$ cat config.mk
export PLATFORM = sky130hd
export DESIGN_NAME = perm_stream_out_flat
export DESIGN_NICKNAME = d
export VERILOG_FILES = /design/src/rtl/perm_stream_out_if.sv /design/src/rtl/perm_stream_out.sv /design/src/flat_wrapper.sv
export SDC_FILE = /design/constraint.sdc
export NUM_CORES = 1
export LEC_CHECK = 0
export ABC_AREA = 1
export BUFFER_PORTS_ARGS = -buffer_cell sky130_fd_sc_hd__buf_2
export CAP_MARGIN = 20
export CORE_ASPECT_RATIO = 2
export CORE_MARGIN = 2
export CORE_UTILIZATION = 55
export CTS_BUF_LIST = sky130_fd_sc_hd__clkbuf_8 sky130_fd_sc_hd__clkbuf_16
export DETAILED_ROUTE_END_ITERATION = 10
export MAX_ROUTING_LAYER = met4
export PLACE_DENSITY = 0.78
export SLEW_MARGIN = 20
export SYNTH_ARGS = -nofsm -noshare
export SYNTH_HDL_FRONTEND = slang
export SYNTH_SLANG_ARGS = --single-unit
$ cat constraint.sdc
create_clock -name CLK -period 2.5 [get_ports CLK]
set_clock_uncertainty 0.1 [all_clocks]
set_input_delay 0.375 -clock CLK [delete_from_list [all_inputs] [get_ports CLK]]
set_output_delay 0.375 -clock CLK [all_outputs]
set_load 0.01 [all_outputs]
$ cat src/rtl/perm_stream_out_if.sv
// perm_stream_out_if: handshake bundle for the permutation output stage.
// Input side carries one N-entry permutation per valid/ready handshake.
// Output side carries one (job, work) pair per valid/ready handshake, plus
// status (completed-permutation count, sticky invalid-permutation flag).
// The block itself connects through modport master; the environment
// (permutation generator + consumer) connects through modport slave.
interface perm_stream_out_if #(
    parameter int N     = 8,
    parameter int W     = 3,
    parameter int CNT_W = 16
);
    logic             in_valid;
    logic             in_ready;
    logic [N*W-1:0]   in_list;
    logic             out_valid;
    logic             out_ready;
    logic [W-1:0]     out_job;
    logic [W-1:0]     out_work;
    logic             out_eop;
    logic             out_final;
    logic [CNT_W-1:0] perm_cnt;
    logic             perm_err;

    modport master (
        input  in_valid,
        input  in_list,
        input  out_ready,
        output in_ready,
        output out_valid,
        output out_job,
        output out_work,
        output out_eop,
        output out_final,
        output perm_cnt,
        output perm_err
    );

    modport slave (
        output in_valid,
        output in_list,
        output out_ready,
        input  in_ready,
        input  out_valid,
        input  out_job,
        input  out_work,
        input  out_eop,
        input  out_final,
        input  perm_cnt,
        input  perm_err
    );
endinterface

$ cat src/rtl/perm_stream_out.sv
// perm_stream_out: serialises N-entry permutations into (job, work) pairs.
// Two buffers (active + pending) let a new permutation be taken while the
// current one streams, so back-to-back permutations emit one pair per cycle.
// All outputs come straight from registers; no input reaches an output
// combinationally.
// Optional build macro PERM_STREAM_OUT_PERM_CHECK_EN: checks each accepted
// list for range and uniqueness and raises a sticky perm_err on failure.
// Without the macro perm_err is tied low and no checker is built.
module perm_stream_out #(
    parameter int N     = 8,
    parameter int W     = 3,
    parameter int CNT_W = 16
) (
    input logic                CLK,
    input logic                RST,
    perm_stream_out_if.master  bus
);

    // Buffer state
    logic [N*W-1:0]   active_q,      active_d;
    logic [N*W-1:0]   pend_q,        pend_d;
    logic             active_desc_q, active_desc_d;
    logic             pend_desc_q,   pend_desc_d;
    logic             active_v_q,    active_v_d;
    logic             pend_v_q,      pend_v_d;
    logic [W-1:0]     idx_q,         idx_d;
    logic [CNT_W-1:0] perm_cnt_q,    perm_cnt_d;

    // Handshake decode
    logic accept_s;
    logic xfer_s;
    logic last_s;
    logic eop_xfer_s;
    logic in_desc_s;

    // True when the list is exactly N-1, N-2, ..., 0 (element i == N-1-i).
    function automatic logic is_descending(input logic [N*W-1:0] lst);
        logic ok;
        ok = 1'b1;
        for (int i = 0; i < N; i++) begin
            if (lst[i*W +: W] != W'(N - 1 - i)) begin
                ok = 1'b0;
            end else begin
                ok = ok;
            end
        end
        return ok;
    endfunction

    assign accept_s   = bus.in_valid && !pend_v_q;
    assign xfer_s     = active_v_q && bus.out_ready;
    assign last_s     = (idx_q == W'(N - 1));
    assign eop_xfer_s = xfer_s && last_s;
    assign in_desc_s  = is_descending(bus.in_list);

    // Next-state for buffers, index and completed-permutation counter
    always_comb begin
        active_d      = active_q;
        active_desc_d = active_desc_q;
        active_v_d    = active_v_q;
        pend_d        = pend_q;
        pend_desc_d   = pend_desc_q;
        pend_v_d      = pend_v_q;
        idx_d         = idx_q;
        perm_cnt_d    = perm_cnt_q;

        if (eop_xfer_s) begin
            // Last pair leaves: refill active from pending, else from the
            // input in the same cycle, else go empty.
            idx_d = {W{1'b0}};
            if (perm_cnt_q != {CNT_W{1'b1}}) begin
                perm_cnt_d = perm_cnt_q + CNT_W'(1);
            end else begin
                perm_cnt_d = perm_cnt_q;
            end
            if (pend_v_q) begin
                active_d      = pend_q;
                active_desc_d = pend_desc_q;
                pend_v_d      = 1'b0;
            end else if (accept_s) begin
                active_d      = bus.in_list;
                active_desc_d = in_desc_s;
            end else begin
                active_v_d    = 1'b0;
            end
        end else begin
            if (xfer_s) begin
                idx_d = idx_q + W'(1);
            end else begin
                idx_d = idx_q;
            end
            // Accept is independent of a mid-permutation transfer
            if (accept_s) begin
                if (!active_v_q) begin
                    active_d      = bus.in_list;
                    active_desc_d = in_desc_s;
                    active_v_d    = 1'b1;
                end else begin
                    pend_d        = bus.in_list;
                    pend_desc_d   = in_desc_s;
                    pend_v_d      = 1'b1;
                end
            end else begin
                active_v_d = active_v_d;
            end
        end
    end

    // State registers with synchronous reset that drops both buffers
    always_ff @(posedge CLK) begin
        if (RST) begin
            active_q      <= '0;
            pend_q        <= '0;
            active_desc_q <= 1'b0;
            pend_desc_q   <= 1'b0;
            active_v_q    <= 1'b0;
            pend_v_q      <= 1'b0;
            idx_q         <= '0;
            perm_cnt_q    <= '0;
        end else begin
            active_q      <= active_d;
            pend_q        <= pend_d;
            active_desc_q <= active_desc_d;
            pend_desc_q   <= pend_desc_d;
            active_v_q    <= active_v_d;
            pend_v_q      <= pend_v_d;
            idx_q         <= idx_d;
            perm_cnt_q    <= perm_cnt_d;
        end
    end

    assign bus.in_ready  = !pend_v_q;
    assign bus.out_valid = active_v_q;
    assign bus.out_job   = active_q[int'(idx_q)*W +: W];
    assign bus.out_work  = idx_q;
    assign bus.out_eop   = active_v_q && last_s;
    assign bus.out_final = active_v_q && last_s && active_desc_q;
    assign bus.perm_cnt  = perm_cnt_q;

`ifdef PERM_STREAM_OUT_PERM_CHECK_EN
    logic perm_err_q, perm_err_d;
    logic in_bad_s;

    // True when every element is below N and no two elements repeat.
    function automatic logic is_valid_perm(input logic [N*W-1:0] lst);
        logic ok;
        ok = 1'b1;
        for (int i = 0; i < N; i++) begin
            if (int'(lst[i*W +: W]) >= N) begin
                ok = 1'b0;
            end else begin
                ok = ok;
            end
            for (int j = i + 1; j < N; j++) begin
                if (lst[i*W +: W] == lst[j*W +: W]) begin
                    ok = 1'b0;
                end else begin
                    ok = ok;
                end
            end
        end
        return ok;
    endfunction

    assign in_bad_s = !is_valid_perm(bus.in_list);

    // Sticky error: set by any accepted bad list, cleared only by reset
    always_comb begin
        perm_err_d = perm_err_q;
        if (accept_s && in_bad_s) begin
            perm_err_d = 1'b1;
        end else begin
            perm_err_d = perm_err_q;
        end
    end

    // Error flag register
    always_ff @(posedge CLK) begin
        if (RST) begin
            perm_err_q <= 1'b0;
        end else begin
            perm_err_q <= perm_err_d;
        end
    end

    assign bus.perm_err = perm_err_q;
`else
    assign bus.perm_err = 1'b0;
`endif

endmodule

$ cat src/flat_wrapper.sv
// flat-port wrapper written by rule: the top's interface ports become plain ports
module perm_stream_out_flat 
#(
    parameter int N     = 8,
    parameter int W     = 3,
    parameter int CNT_W = 16
)
  (CLK, RST, bus_in_valid, bus_in_list, bus_out_ready, bus_in_ready, bus_out_valid, bus_out_job, bus_out_work, bus_out_eop, bus_out_final, bus_perm_cnt, bus_perm_err);
  perm_stream_out_if #(.N(N), .W(W), .CNT_W(CNT_W)) bus_i ();
  input logic CLK;
  input logic RST;
  input wire logic [$bits(bus_i.in_valid)-1:0] bus_in_valid;
  input wire logic [$bits(bus_i.in_list)-1:0] bus_in_list;
  input wire logic [$bits(bus_i.out_ready)-1:0] bus_out_ready;
  output wire logic [$bits(bus_i.in_ready)-1:0] bus_in_ready;
  output wire logic [$bits(bus_i.out_valid)-1:0] bus_out_valid;
  output wire logic [$bits(bus_i.out_job)-1:0] bus_out_job;
  output wire logic [$bits(bus_i.out_work)-1:0] bus_out_work;
  output wire logic [$bits(bus_i.out_eop)-1:0] bus_out_eop;
  output wire logic [$bits(bus_i.out_final)-1:0] bus_out_final;
  output wire logic [$bits(bus_i.perm_cnt)-1:0] bus_perm_cnt;
  output wire logic [$bits(bus_i.perm_err)-1:0] bus_perm_err;
  assign bus_i.in_valid = bus_in_valid;
  assign bus_i.in_list = bus_in_list;
  assign bus_i.out_ready = bus_out_ready;
  assign bus_in_ready = bus_i.in_ready;
  assign bus_out_valid = bus_i.out_valid;
  assign bus_out_job = bus_i.out_job;
  assign bus_out_work = bus_i.out_work;
  assign bus_out_eop = bus_i.out_eop;
  assign bus_out_final = bus_i.out_final;
  assign bus_perm_cnt = bus_i.perm_cnt;
  assign bus_perm_err = bus_i.perm_err;
  perm_stream_out #(.N(N), .W(W), .CNT_W(CNT_W)) u_core (.CLK(CLK), .RST(RST), .bus(bus_i));
endmodule
* Word-level counts from Yosys, hierarchy flattened
Cells that the tools add are included. W data, S select, Z words.
Word-level totals: flip-flop bits (word level) 71, bits in latches 0, RAM bits 0, bits in read-only memories 0, output and inout bits 27, word-level logic and storage cells 62, memories 0
Operators by class: $add $sub $neg 2, multipliers 1, divide/modulo/power cells 0, magnitude comparators 0, equality and inequality tests 12, shifts and indexed selects 1, multiplexer cells 22, bitwise logic cells 1, reductions and logical operators 15
Operators by type and width (count):
- $mux W24 | 5
- $shiftx A24 B32 Y3 | 1
- $mux W1 | 17
- $add A16 B1 Y16 const B | 1
- $ne A16 B16 Y1 const B | 1
- $ne A3 B3 Y1 const B | 4
- $reduce_and A3 Y1 | 3
- $ne A2 B2 Y1 const B | 3
- $ne A3 B2 Y1 const B | 2
- $logic_and A1 B1 Y1 | 5
- $mul A3 B2 Y5 const B | 1
- $reduce_and A2 Y1 | 2
- $reduce_bool A2 Y1 | 2
- $add A3 B1 Y3 const B | 1
- $eq A3 B3 Y1 const B | 1
- $ne A3 B1 Y1 const B | 1
- $reduce_bool A3 Y1 | 1
- $reduce_or A2 Y1 | 1
- $logic_not A1 Y1 | 1
- $not A1 Y1 | 1

* Depth between registers and ports, before layout
Gate-level depths: netlist of run 1.
word-level depth 12, depth in mapped cells 12, gate-level depth less buffers 11

* Worst setup path before layout of run 1
Ideal clock, no wire load.
path type register to register, from reg u_core.idx_q[1] (netlist: u_core.bus.out_work[1]), to reg u_core.active_q[1], library setup time 135 ps, data arrival time 1633 ps, data required time 2265 ps, setup slack 631 ps, stages on the path, launching flop included 12, buffers on the path 1, cell sequence dfxtp_1 ha_1 ha_1 nand2_1 inv_2 nand2_4 inv_2 nand2_1 buf_2 or2_0 nand2_1 a21oi_1
On the way: word-level cells in the longest chain between the ends 4
Ends and longest elaborated chain:
- start: declaration | RTL line perm_stream_out.sv:26 | logic [W-1:0] idx_q, idx_d;
- start signal: assignment | RTL line perm_stream_out.sv:127 | idx_q <= idx_d;
- $eq A3 B3 Y1 (*) | RTL line perm_stream_out.sv:52 | assign last_s = (idx_q == W'(N - 1));
- $logic_and A1 B1 Y1 (*) | RTL line perm_stream_out.sv:53 | assign eop_xfer_s = xfer_s && last_s;
- $ne A2 B2 Y1 (no line) / $reduce_bool A2 Y1 (equally long branches)
- $reduce_and A3 Y1 (no line)
- end signal: assignment | RTL line perm_stream_out.sv:121 | active_q <= active_d;
- end: declaration | RTL line perm_stream_out.sv:20 | logic [N*W-1:0] active_q, active_d;
Every way passes the cells marked *; elsewhere a longest branch is shown, timed or not. A chain may end at the register's enable or synchronous reset.

* Worst setup path after layout of run 1
from reg u_core.idx_q[0] (netlist: u_core.bus.out_work[0]), to out bus_out_job[0]
On the way: word-level cells in the longest chain between the ends 2
Ends and longest elaborated chain:
- $mul A3 B2 Y5 | RTL line perm_stream_out.sv:134 | assign bus.out_job = active_q[int'(idx_q)*W +: W];
- $shiftx A24 B32 Y3 | RTL line perm_stream_out.sv:134
- end: declaration | RTL line flat_wrapper.sv:17 | output wire logic [$bits(bus_i.out_job)-1:0] bus_out_job;
Every way passes these cells.

==> results of run 1 <==
## per-layer routing
layer,GRT usage,routed length [um],up-vias
li1,-,-,1819
met1,0.306,3440,1646
met2,0.468,4940,103
met3,0.0569,439,23
met4,0.133,344,0
met5,-,0,-
## area by class of cell
type / instances / area [sq um]
timing repair buffer: 62 / 333
clock inverter: 7 / 136
tap: 86 / 108
inverter: 50 / 188
sequential: 71 / 1420
fill: 598 / 2080
clock buffer: 9 / 225
multi-input combinational: 393 / 1870
## cells by family (layout without fill, tap and decap cells)
group,Yosys count,count (layout)
xor gates and xnor gates,8,8
adders and majority gates,3,3
DFF,71,71
other,1,1
and+or+nand+nor,268,268
AOI/OAI and AO/OA,113,113
buffers and inverters,77,128
## power breakdown
group	leakage (nW)	internal, mW	switching (mW)
sequential	0.578	1.19	0.0277
combinational	1.02	0.0910	0.162
clock	0.177	1.07	0.472
## cells in the final DEF, fill, tap and decap left out
cell / netlist / final
o21ai_0: 43 / 43
ha_1: 3 / 3
a21oi_2: 10 / 10
nor2_4: 3 / 3
bufinv_16: 0 / 4
inv_2: 3 / 3
nand2_2: 4 / 4
inv_1: 47 / 48
nor2_1: 89 / 89
or2_0: 5 / 5
dfxtp_1: 71 / 71
buf_4: 6 / 9
clkbuf_16: 0 / 9
nand4_1: 12 / 12
buf_2: 8 / 53
nand3_1: 20 / 20
nor2_2: 2 / 2
a21oi_1: 52 / 52
clkinvlp_4: 0 / 1
o21ai_4: 1 / 1
nand2_1: 130 / 130
o21ai_2: 1 / 1
nand2_4: 2 / 2
clkinv_2: 0 / 1
conb_1: 1 / 1
or2_2: 1 / 1
xnor2_1: 4 / 4
a31oi_1: 3 / 3
o22ai_1: 3 / 3
xor2_1: 4 / 4
## through the flow
| stage | instance area [sq um] | std cells | worst slack (ns) | hold slack (ns) |
|---|---|---|---|---|
| 2_1_floorplan | 3620 | 541 | 0.631 | 0.330 |
| 3_3_place_gp | 3920 | 662 | 0.545 | 0.340 |
| 3_5_place_dp | 3920 | 662 | 0.474 | 0.345 |
| 4_1_cts | 4280 | 678 | 0.236 | 0.224 |
| 5_1_grt | 4280 | 678 | 0.0433 | 0.249 |
| 6_report | 4280 | 678 | 0.200 | 0.234 |
## flip-flops by register name (all words and copies together) (netlist names)
signal	flops
u_core.bus.out_valid	1
u_core.active_desc_q	1
u_core.pend_q	24
u_core.pend_desc_q	1
u_core.pend_v_q	1
u_core.active_q	24
u_core.bus.perm_cnt	16
u_core.bus.out_work	3
## worst reg2reg max path: stages (launching register included)
cell and delay [ns]:
dfxtp_1 0.52, ha_1 0.22, ha_1 0.13, nand2_1 0.07, inv_2 0.09, nand2_4 0.08, inv_2 0.09, nand2_1 0.17
buf_4 0.24, nand2_1 0.07, nand3_1 0.09, a21oi_1 0.14
## final timing paths
kind | slack [ns] | depth (start not counted) | start | end
worst max-delay path | 0.20 | 7 | u_core.bus.out_work[0]$_SDFFE_PP0P_ | bus_out_job[0]
worst min-delay path | 0.23 | 3 | bus_in_list[5] | u_core.pend_q[5]$_SDFFE_PP0P_
worst max register to register | 0.41 | 11 | u_core.bus.out_work[1]$_SDFFE_PP0P_ | u_core.active_q[21]$_SDFFE_PP0P_
worst min register to register | 0.35 | 2 | u_core.pend_q[12]$_SDFFE_PP0P_ | u_core.pend_q[12]$_SDFFE_PP0P_
==> results.py, run 1 <==
metrics = {
    "timing": {
        "slew_headroom": 0.508,
        "fin_tns_setup_ns": 0,
        "fin_crit_sh": 0.920,
        "tightest_slew_ns": 0.738,
        "hold_viol": 0,
        "fmax_mhz": 435,
        "setup_viol": 0,
        "fin_crit_ns": 2.30,
        "slew_viol_final": 0,
        "rsz0062_at_grt": "no",
    },
    "hold_path": {
        "hold_class": "in -> reg",
    },
    "clock_network": {
        "cts-buffers-inserted": 9,
        "cts_tree": "yes",
        "ctsHoldBuffers": 0,
        "path_clk_slew_ns": 0.06,
        "post-cts-setup-buffers": 0,
        "cts-root-buf": "clkbuf_16",
        "cts_resized": 0,
        "htree_levels": 3,
        "clk_latency_ns": 0.33,
        "cts_sinks": 71,
        "cts.path.max_buffers": 2,
    },
    "drt": {
        "drt-total-wl_um": 9160,
        "vias": 3591,
        "drt-initial-drc-count": 249,
        "ant_nets": 0,
        "vias_per_cell": 5.30,
        "drtPass1Iterations": 4,
        "post-route-drc-count": 0,
        "wl_per_cell_um": 13.5,
    },
    "die": {
        "fp.dieArea_sq_mm": 0.00729,
        "die_h_um": 119,
        "die_x_um": 61.4,
        "core-area_sq_mm": 0.00636,
        "row_count": 41,
        "io_pins": 55,
        "initial_utilization": 0.570,
    },
    "synthesis": {
        "synthesis.area_sq_mm": 0.00362,
        "synth.avg_cell_area_sq_um": 6.70,
        "yosys_warnings": 0,
        "synth-xor-area-share": 0.0193,
        "synth_top_family_by_area": "simple AND/OR/NAND/NOR gates",
        "synth_top_area_frac": 0.392,
        "syn-num-nets": 572,
        "synth-simple-area-share": 0.311,
        "ys_types": 29,
        "synth_edf_count": 0,
        "synthTopCellsByArea": "dfxtp_1 (39%), nand2_1 (13%), nor2_1 (9.2%)",
        "synth-seq-cells": 71,
        "synth_compound_area_frac": 0.173,
        "synth_flop_cell": "dfxtp_1",
        "yosysTopAreaCell": "dfxtp_1",
        "synth.most_common_cell": "nand2_1",
        "synthAdderAreaFrac": 0.0104,
        "synth_mux_area_frac": 0,
        "yosysSeqAreaShare": 0.392,
        "synthTopCellsByCount": "nand2_1 (130), nor2_1 (89), dfxtp_1 (71), a21oi_1 (52), inv_1 (47)",
        "syn_inst": 541,
        "async_reset_ff_frac": 0,
    },
    "worst_setup_path": {
        "worst-path-max-fanout": 15,
        "crit_chain": "buf_4 > inv_1 > o21ai_0 > o22ai_1 > nor2_1 > a31oi_1 > buf_2",
        "crit_path_max_incr_delay_ns": 0.31,
        "cp_slowest_cell": "dfxtp_1",
        "start_kind": "flop",
        "worst-setup-path-type": "reg -> out",
        "crit_required_ns": 2.03,
        "arrival_ns": 1.82,
        "cp_top_family": "buffers and inverters",
        "endpoint_kind": "output pin",
        "critPathBufInv": 3,
    },
    "place": {
        "hpwl_um": 6600,
        "gp_congestion": 0.886,
        "place.port_buffers": 53,
    },
    "power_and_ir_drop": {
        "total_power_mw": 3.01,
        "cellPowerDensity_mw_per_mm2": 703,
        "irDropWorstVdd_mv": 0.490,
        "leakagePower_nw": 1.77,
    },
    "finish": {
        "fin_nets": 618,
        "fin_util": 0.672,
        "area_delta_synth_final_pct": 18.0,
        "antenna_cells": 0,
        "drive_gt1_frac": 0.176,
    },
    "global_route": {
        "grt_use_total": 0.281,
        "grt_pass1_vias": 3403,
        "grt_max_degree": 40,
        "grt_pass1_wl_um": 15200,
        "grt_overflow_total": 0,
        "antenna_found_initial": 0,
    },
    "run": {
        "maxCapViolCount": 0,
    },
    "run_status": {
        "outcome": "complete, no violations",
    },
}
(Power assumes the default switching activity.)
==> inputs of run 2 (changes only) <==
--- a/config.mk
+++ b/config.mk
@@ -5,7 +5,6 @@
 export SDC_FILE = /design/constraint.sdc
 export NUM_CORES = 1
 export LEC_CHECK = 0
-export ABC_AREA = 1
 export BUFFER_PORTS_ARGS = -buffer_cell sky130_fd_sc_hd__buf_2
 export CAP_MARGIN = 20
 export CORE_ASPECT_RATIO = 2
@@ -14,7 +13,7 @@
 export CTS_BUF_LIST = sky130_fd_sc_hd__clkbuf_8 sky130_fd_sc_hd__clkbuf_16
 export DETAILED_ROUTE_END_ITERATION = 10
 export MAX_ROUTING_LAYER = met4
-export PLACE_DENSITY = 0.78
+export PLACE_DENSITY = 0.79
 export SLEW_MARGIN = 20
 export SYNTH_ARGS = -nofsm -noshare
 export SYNTH_HDL_FRONTEND = slang
==> run 2 against run 1 <==
  * Critical path type unchanged
  * Utilization shrank 0.56 points
  * Global-route usage shrank 0.58 points
  * Largest power group unchanged
  * Combinational power grew 7%
  * Clock-buffer cell count grew 1
  * The run now ends with design-rule violations left
  * Power shrank 7.7%
  * Clock power shrank 18%
  * Critical path depth shrank 3
==> results.py, run 2 <==
metrics = {
    "run_status": {
        "outcome": "finished, violations left",
        "violations": "design-rule violations",
    },
    "synthesis": {
        "synthesis.area_sq_mm": 0.00332,
        "synth-seq-cells": 71,
        "syn-num-nets": 433,
        "synth_compound_area_frac": 0.158,
        "ys_types": 45,
        "synth_top_family_by_area": "simple AND/OR/NAND/NOR gates",
        "synthAdderAreaFrac": 0.0113,
        "synth.avg_cell_area_sq_um": 8.26,
        "yosys_warnings": 0,
        "synthTopCellsByCount": "nand2_1 (83), dfxtp_1 (71), nor2_1 (38), a21oi_1 (36), nand3_1 (30)",
        "synth_edf_count": 0,
        "synth_flop_cell": "dfxtp_1",
        "synthTopCellsByArea": "dfxtp_1 (43%), nand2_1 (9.4%), a311oi_1 (6.6%)",
        "synth-xor-area-share": 0,
        "yosysTopAreaCell": "dfxtp_1",
        "yosysSeqAreaShare": 0.428,
        "synth_mux_area_frac": 0.0607,
        "async_reset_ff_frac": 0,
        "synth-simple-area-share": 0.298,
        "synth.most_common_cell": "nand2_1",
        "syn_inst": 402,
        "synth_top_area_frac": 0.428,
    },
    "clock_network": {
        "post-cts-setup-buffers": 0,
        "ctsHoldBuffers": 0,
        "clk_latency_ns": 0.34,
        "cts.path.max_buffers": 2,
        "cts-root-buf": "clkbuf_16",
        "cts_tree": "yes",
        "cts_resized": 0,
        "htree_levels": 3,
        "cts-buffers-inserted": 9,
        "path_clk_slew_ns": 0.06,
        "cts_sinks": 71,
    },
    "worst_setup_path": {
        "worst-setup-path-type": "reg -> out",
        "arrival_ns": 1.83,
        "endpoint_kind": "output pin",
        "crit_required_ns": 2.03,
        "start_kind": "flop",
        "worst-path-max-fanout": 9,
    },
    "drt": {
        "drt-initial-drc-count": 205,
        "drt-total-wl_um": 8130,
        "wl_per_cell_um": 15.8,
        "ant_nets": 0,
        "vias": 3123,
        "vias_per_cell": 6.06,
        "drtPass1Iterations": 8,
        "post-route-drc-count": 4,
    },
    "power_and_ir_drop": {
        "cellPowerDensity_mw_per_mm2": 705,
        "irDropWorstVdd_mv": 0.474,
        "leakagePower_nw": 1.52,
    },
    "finish": {
        "fin_nets": 478,
        "layout_commonest_cell": "nand2_1",
        "fin_util": 0.667,
        "antenna_cells": 0,
        "finalNonFillerCells": 515,
        "drive_gt1_frac": 0.226,
        "layout_common_cells": "nand2_1 (83), dfxtp_1 (71), buf_2 (53), nor2_1 (38), a21oi_1 (36)",
        "area_delta_synth_final_pct": 18.6,
    },
    "global_route": {
        "grt_overflow_total": 0,
        "grt_pass1_wl_um": 13600,
        "grt_pass1_vias": 2847,
        "antenna_found_initial": 0,
        "grt_use_total": 0.276,
        "grt_max_degree": 51,
    },
    "timing": {
        "fin_tns_setup_ns": 0,
        "fin_crit_sh": 0.922,
        "setup_viol": 0,
        "tightest_slew_ns": 0.681,
        "fmax_mhz": 434,
        "hold_viol": 0,
        "fin_crit_ns": 2.30,
        "worst_hold_slack_ns": 0.193,
        "slew_viol_final": 0,
        "slew_headroom": 0.545,
        "rsz0062_at_grt": "no",
    },
    "die": {
        "fp.dieArea_sq_mm": 0.00671,
        "initial_utilization": 0.562,
        "io_pins": 55,
        "row_count": 40,
        "die_h_um": 114,
        "core-area_sq_mm": 0.00591,
        "die_x_um": 58.9,
    },
    "place": {
        "place.port_buffers": 53,
        "dp_cells": 499,
        "gp_congestion": 0.841,
        "hpwl_um": 5370,
    },
    "hold_path": {
        "hold_class": "in -> reg",
    },
    "run": {
        "maxCapViolCount": 0,
    },
}
==> run 2: cell families after synthesis <==
family,after synthesis
other,1
AO/OA/AOI/OAI,78
AND/OR/NAND/NOR,204
buffers and inverters,33
multiplexers,12
flip-flops,71
adder cells (fa/ha/maj),3
==> run 2: worst max-delay path: stages (launching register included) <==
cell and delay, ns:
dfxtp_1 0.34, buf_4 0.21, mux4_2 0.54, mux2_2 0.27, buf_2 0.14
==> run 2: per-layer routing <==
layer	GRT usage	wire length (um)
met5	-	0
met4	0.141	225
met3	0.0658	480
met2	0.402	4100
met1	0.350	3320
==> run 2: cell type report <==
class	instances	area (sq um)
repair buffers	63	365
clock buffers	10	239
well taps	63	78.8
fillers	525	1970
multi-input cells	298	1760
clock inverters	6	61.3
flip-flops and latches	71	1420
inverters	4	15.0
==> run 2: path summary, 6_finish.rpt <==
path | startpoint | endpoint | slack (ns) | cells after the start
setup reg to reg | u_core.bus.out_work[0]$_SDFFE_PP0P_ | u_core.active_desc_q$_SDFFE_PP0P_ | 0.27 | 7
hold reg to reg | u_core.pend_q[9]$_SDFFE_PP0P_ | u_core.pend_q[9]$_SDFFE_PP0P_ | 0.35 | 2
hold / removal | bus_in_list[7] | u_core.pend_q[7]$_SDFFE_PP0P_ | 0.19 | 3
setup / recovery | u_core.bus.out_work[0]$_SDFFE_PP0P_ | bus_out_job[1] | 0.20 | 4
==> run 2: stage by stage <==
stage          power (mW)  setup WS, ns  instance area (sq um)
4_1_cts              2.80         0.172                   3940
3_3_place_gp         1.52         0.394                   3640
5_1_grt              2.89        0.0694                   3940
2_1_floorplan        1.43         0.445                   3320
6_report             2.78         0.196                   3940
3_5_place_dp         1.53         0.303                   3640
==> run 2: power by group <==
part | switching, mW | leakage [nW] | internal (mW)
clock network | 0.476 | 0.142 | 0.793
logic | 0.153 | 0.797 | 0.117
registers | 0.0419 | 0.580 | 1.20
==> inputs of run 3 (changes only) <==
==> constraint.sdc (replaced) <==
create_clock -name CLK -period 2.5 [get_ports CLK]
set_clock_uncertainty 0.1 [all_clocks]
set_input_delay 0.125 -clock CLK [delete_from_list [all_inputs] [get_ports CLK]]
set_output_delay 0.125 -clock CLK [all_outputs]
set_load 0.01 [all_outputs]
==> run 3 against run 2 <==
  * The flow still finishes with violations (design-rule violations)
  * Final area rose by 6.8%
  * Sequential cell count did not move
  * Critical endpoint is now u_core.bus.perm_cnt[9]$_SDFFE_PP0P_
  * Die area did not move
  * Highest routed layer unchanged
  * Worst setup slack improved by 0.15 ns
  * Register-to-register slack improved by 0.08 ns
  * Via count rose by 2.3%
  * Cell count rose by 4.9%
  * Wire length rose by 3.2%
  * Clock power rose by 10%
  * First-iteration DRC count fell by 29%
  * Utilization rose by 4.6 points
  * Worst hold slack got worse by 0.13 ns
==> results.py, run 3 (same netlist as run 2, synthesis figures left out) <==
metrics = {
    "run_status": {
        "outcome": "finished, violations left",
        "violations": "design-rule violations",
    },
    "die": {
        "initial_utilization": 0.562,
        "core-area_sq_mm": 0.00591,
        "row_count": 40,
        "die_x_um": 58.9,
        "fp.dieArea_sq_mm": 0.00671,
        "die_h_um": 114,
        "io_pins": 55,
    },
    "place": {
        "place.port_buffers": 53,
        "hpwl_um": 5320,
        "place_ws_ns": 0.320,
        "dpl_cell_area_sq_mm": 0.00362,
        "gp_congestion": 0.877,
    },
    "hold_path": {
        "hold_class": "in -> reg",
    },
    "run": {
        "maxCapViolCount": 0,
    },
    "worst_setup_path": {
        "cp_slowest_cell": "mux2_2",
        "worst-setup-path-type": "reg -> reg",
        "endpoint_kind": "flop",
        "worst-path-max-fanout": 8,
        "start_kind": "flop",
        "reg2reg_slack_ns": 0.35,
        "arrival_ns": 2.28,
        "crit_path_max_incr_delay_ns": 0.38,
        "crit_required_ns": 2.63,
        "worst_path_most_repeated_cell": "ha_1",
        "crit_chain": "ha_1 > ha_1 > nand2_2 > or2_2 > nor4_1 > mux2_2",
    },
    "drt": {
        "drt-initial-drc-count": 146,
        "wl_per_cell_um": 15.5,
        "vias_per_cell": 5.92,
        "drt-total-wl_um": 8390,
        "vias": 3196,
        "met3WireLength_um": 414,
        "topRoutingLayerUsed": "met4",
        "wl_met1_um": 3360,
        "post-route-drc-count": 4,
        "routed-wl-met2_um": 4370,
        "drtPass1Iterations": 8,
        "ant_nets": 0,
    },
    "clock_network": {
        "cts-root-buf": "clkbuf_16",
        "htree_levels": 3,
        "cts.path.max_buffers": 2,
        "clk_latency_ns": 0.34,
        "cts-buffers-inserted": 9,
        "path_clk_slew_ns": 0.06,
        "cts_resized": 0,
        "cts_sinks": 71,
        "cts_tree": "yes",
    },
    "finish": {
        "area_delta_synth_final_pct": 26.7,
        "finish.instance_area_sq_mm": 0.00421,
        "layout_common_cells": "nand2_1 (83), dfxtp_1 (71), buf_2 (53), nor2_1 (38), a21oi_1 (36)",
        "drive_gt1_frac": 0.216,
        "layout_commonest_cell": "nand2_1",
        "fin_nets": 503,
        "fillerInstances": 475,
        "antenna_cells": 0,
        "fin_util": 0.712,
    },
    "timing": {
        "fin_crit_ns": 2.15,
        "fin_ws_ns": 0.350,
        "fin_tns_setup_ns": 0,
        "tightest_slew_ns": 0.506,
        "slew_headroom": 0.659,
        "rsz0062_at_grt": "no",
        "hold_viol": 0,
        "slew_viol_final": 0,
        "setup_viol": 0,
        "fin_crit_sh": 0.860,
        "fmax_mhz": 465,
        "worst_hold_slack_ns": 0.0653,
    },
    "global_route": {
        "grt_pass1_vias": 3046,
        "antenna_found_initial": 0,
        "grt_overflow_total": 0,
        "grt_use_total": 0.283,
        "grt_max_degree": 51,
        "grt_pass1_wl_um": 14100,
    },
    "power_and_ir_drop": {
        "cellPowerDensity_mw_per_mm2": 698,
        "leakagePower_nw": 1.63,
        "irDropWorstVdd_mv": 0.525,
    },
}
## run 3: repair_timing
action                    in CTS  in global routing
hold buffers                  25                  0
setup buffers                  0                  0
hold endpoints to repair      49                  0
## run 3: power by group
| group | internal (mW) | switching, mW | leakage [nW] |
|---|---|---|---|
| sequential | 1.20 | 0.0366 | 0.580 |
| clock | 0.904 | 0.495 | 0.155 |
| combinational | 0.141 | 0.164 | 0.897 |
| total | 2.24 | 0.695 | 1.63 |
## run 3: path summary, 6_finish.rpt
| kind | from | end | depth (start not counted) |
|---|---|---|---|
| worst max-delay path | u_core.bus.out_work[0]$_SDFFE_PP0P_ | u_core.bus.perm_cnt[9]$_SDFFE_PP0P_ | 6 |
| worst min register to register | u_core.pend_q[0]$_SDFFE_PP0P_ | u_core.pend_q[0]$_SDFFE_PP0P_ | 2 |
| worst min-delay path | RST | u_core.bus.perm_cnt[14]$_SDFFE_PP0P_ | 2 |
| worst max register to register | u_core.bus.out_work[0]$_SDFFE_PP0P_ | u_core.bus.perm_cnt[9]$_SDFFE_PP0P_ | 6 |
## run 3: layer usage
| layer | vias to the layer above | global-route usage |
|---|---|---|
| li1 | 1591 | - |
| met1 | 1482 | 0.326 |
| met2 | 104 | 0.436 |
| met3 | 19 | 0.0760 |
| met4 | 0 | 0.156 |
| met5 | - | - |
## run 3: per-stage QoR
stage / power [mW] / cells
floorplan: 1.43 / 402
detailed placement: 1.53 / 499
finish: 2.94 / 540
global route: 3.05 / 540
CTS: 2.96 / 540
global placement: 1.52 / 499
## run 3: layout make-up
type	instances	area (sq um)	area share
multi-input combinational	298	1760	0.418
sequential	71	1420	0.338
timing repair buffer	88	603	0.143
clock buffer	10	239	0.0568
clock inverter	6	92.6	0.0220
tap	63	78.8	0.0187
inverter	4	15.0	0.00357
## run 3: worst max-delay path, delay by kind of cell, from the launching register on
family,cells,cell delay [ns]
and+or+nand+nor,3,0.80
muxes,1,0.38
DFF,1,0.33
adders and majority gates,2,0.45
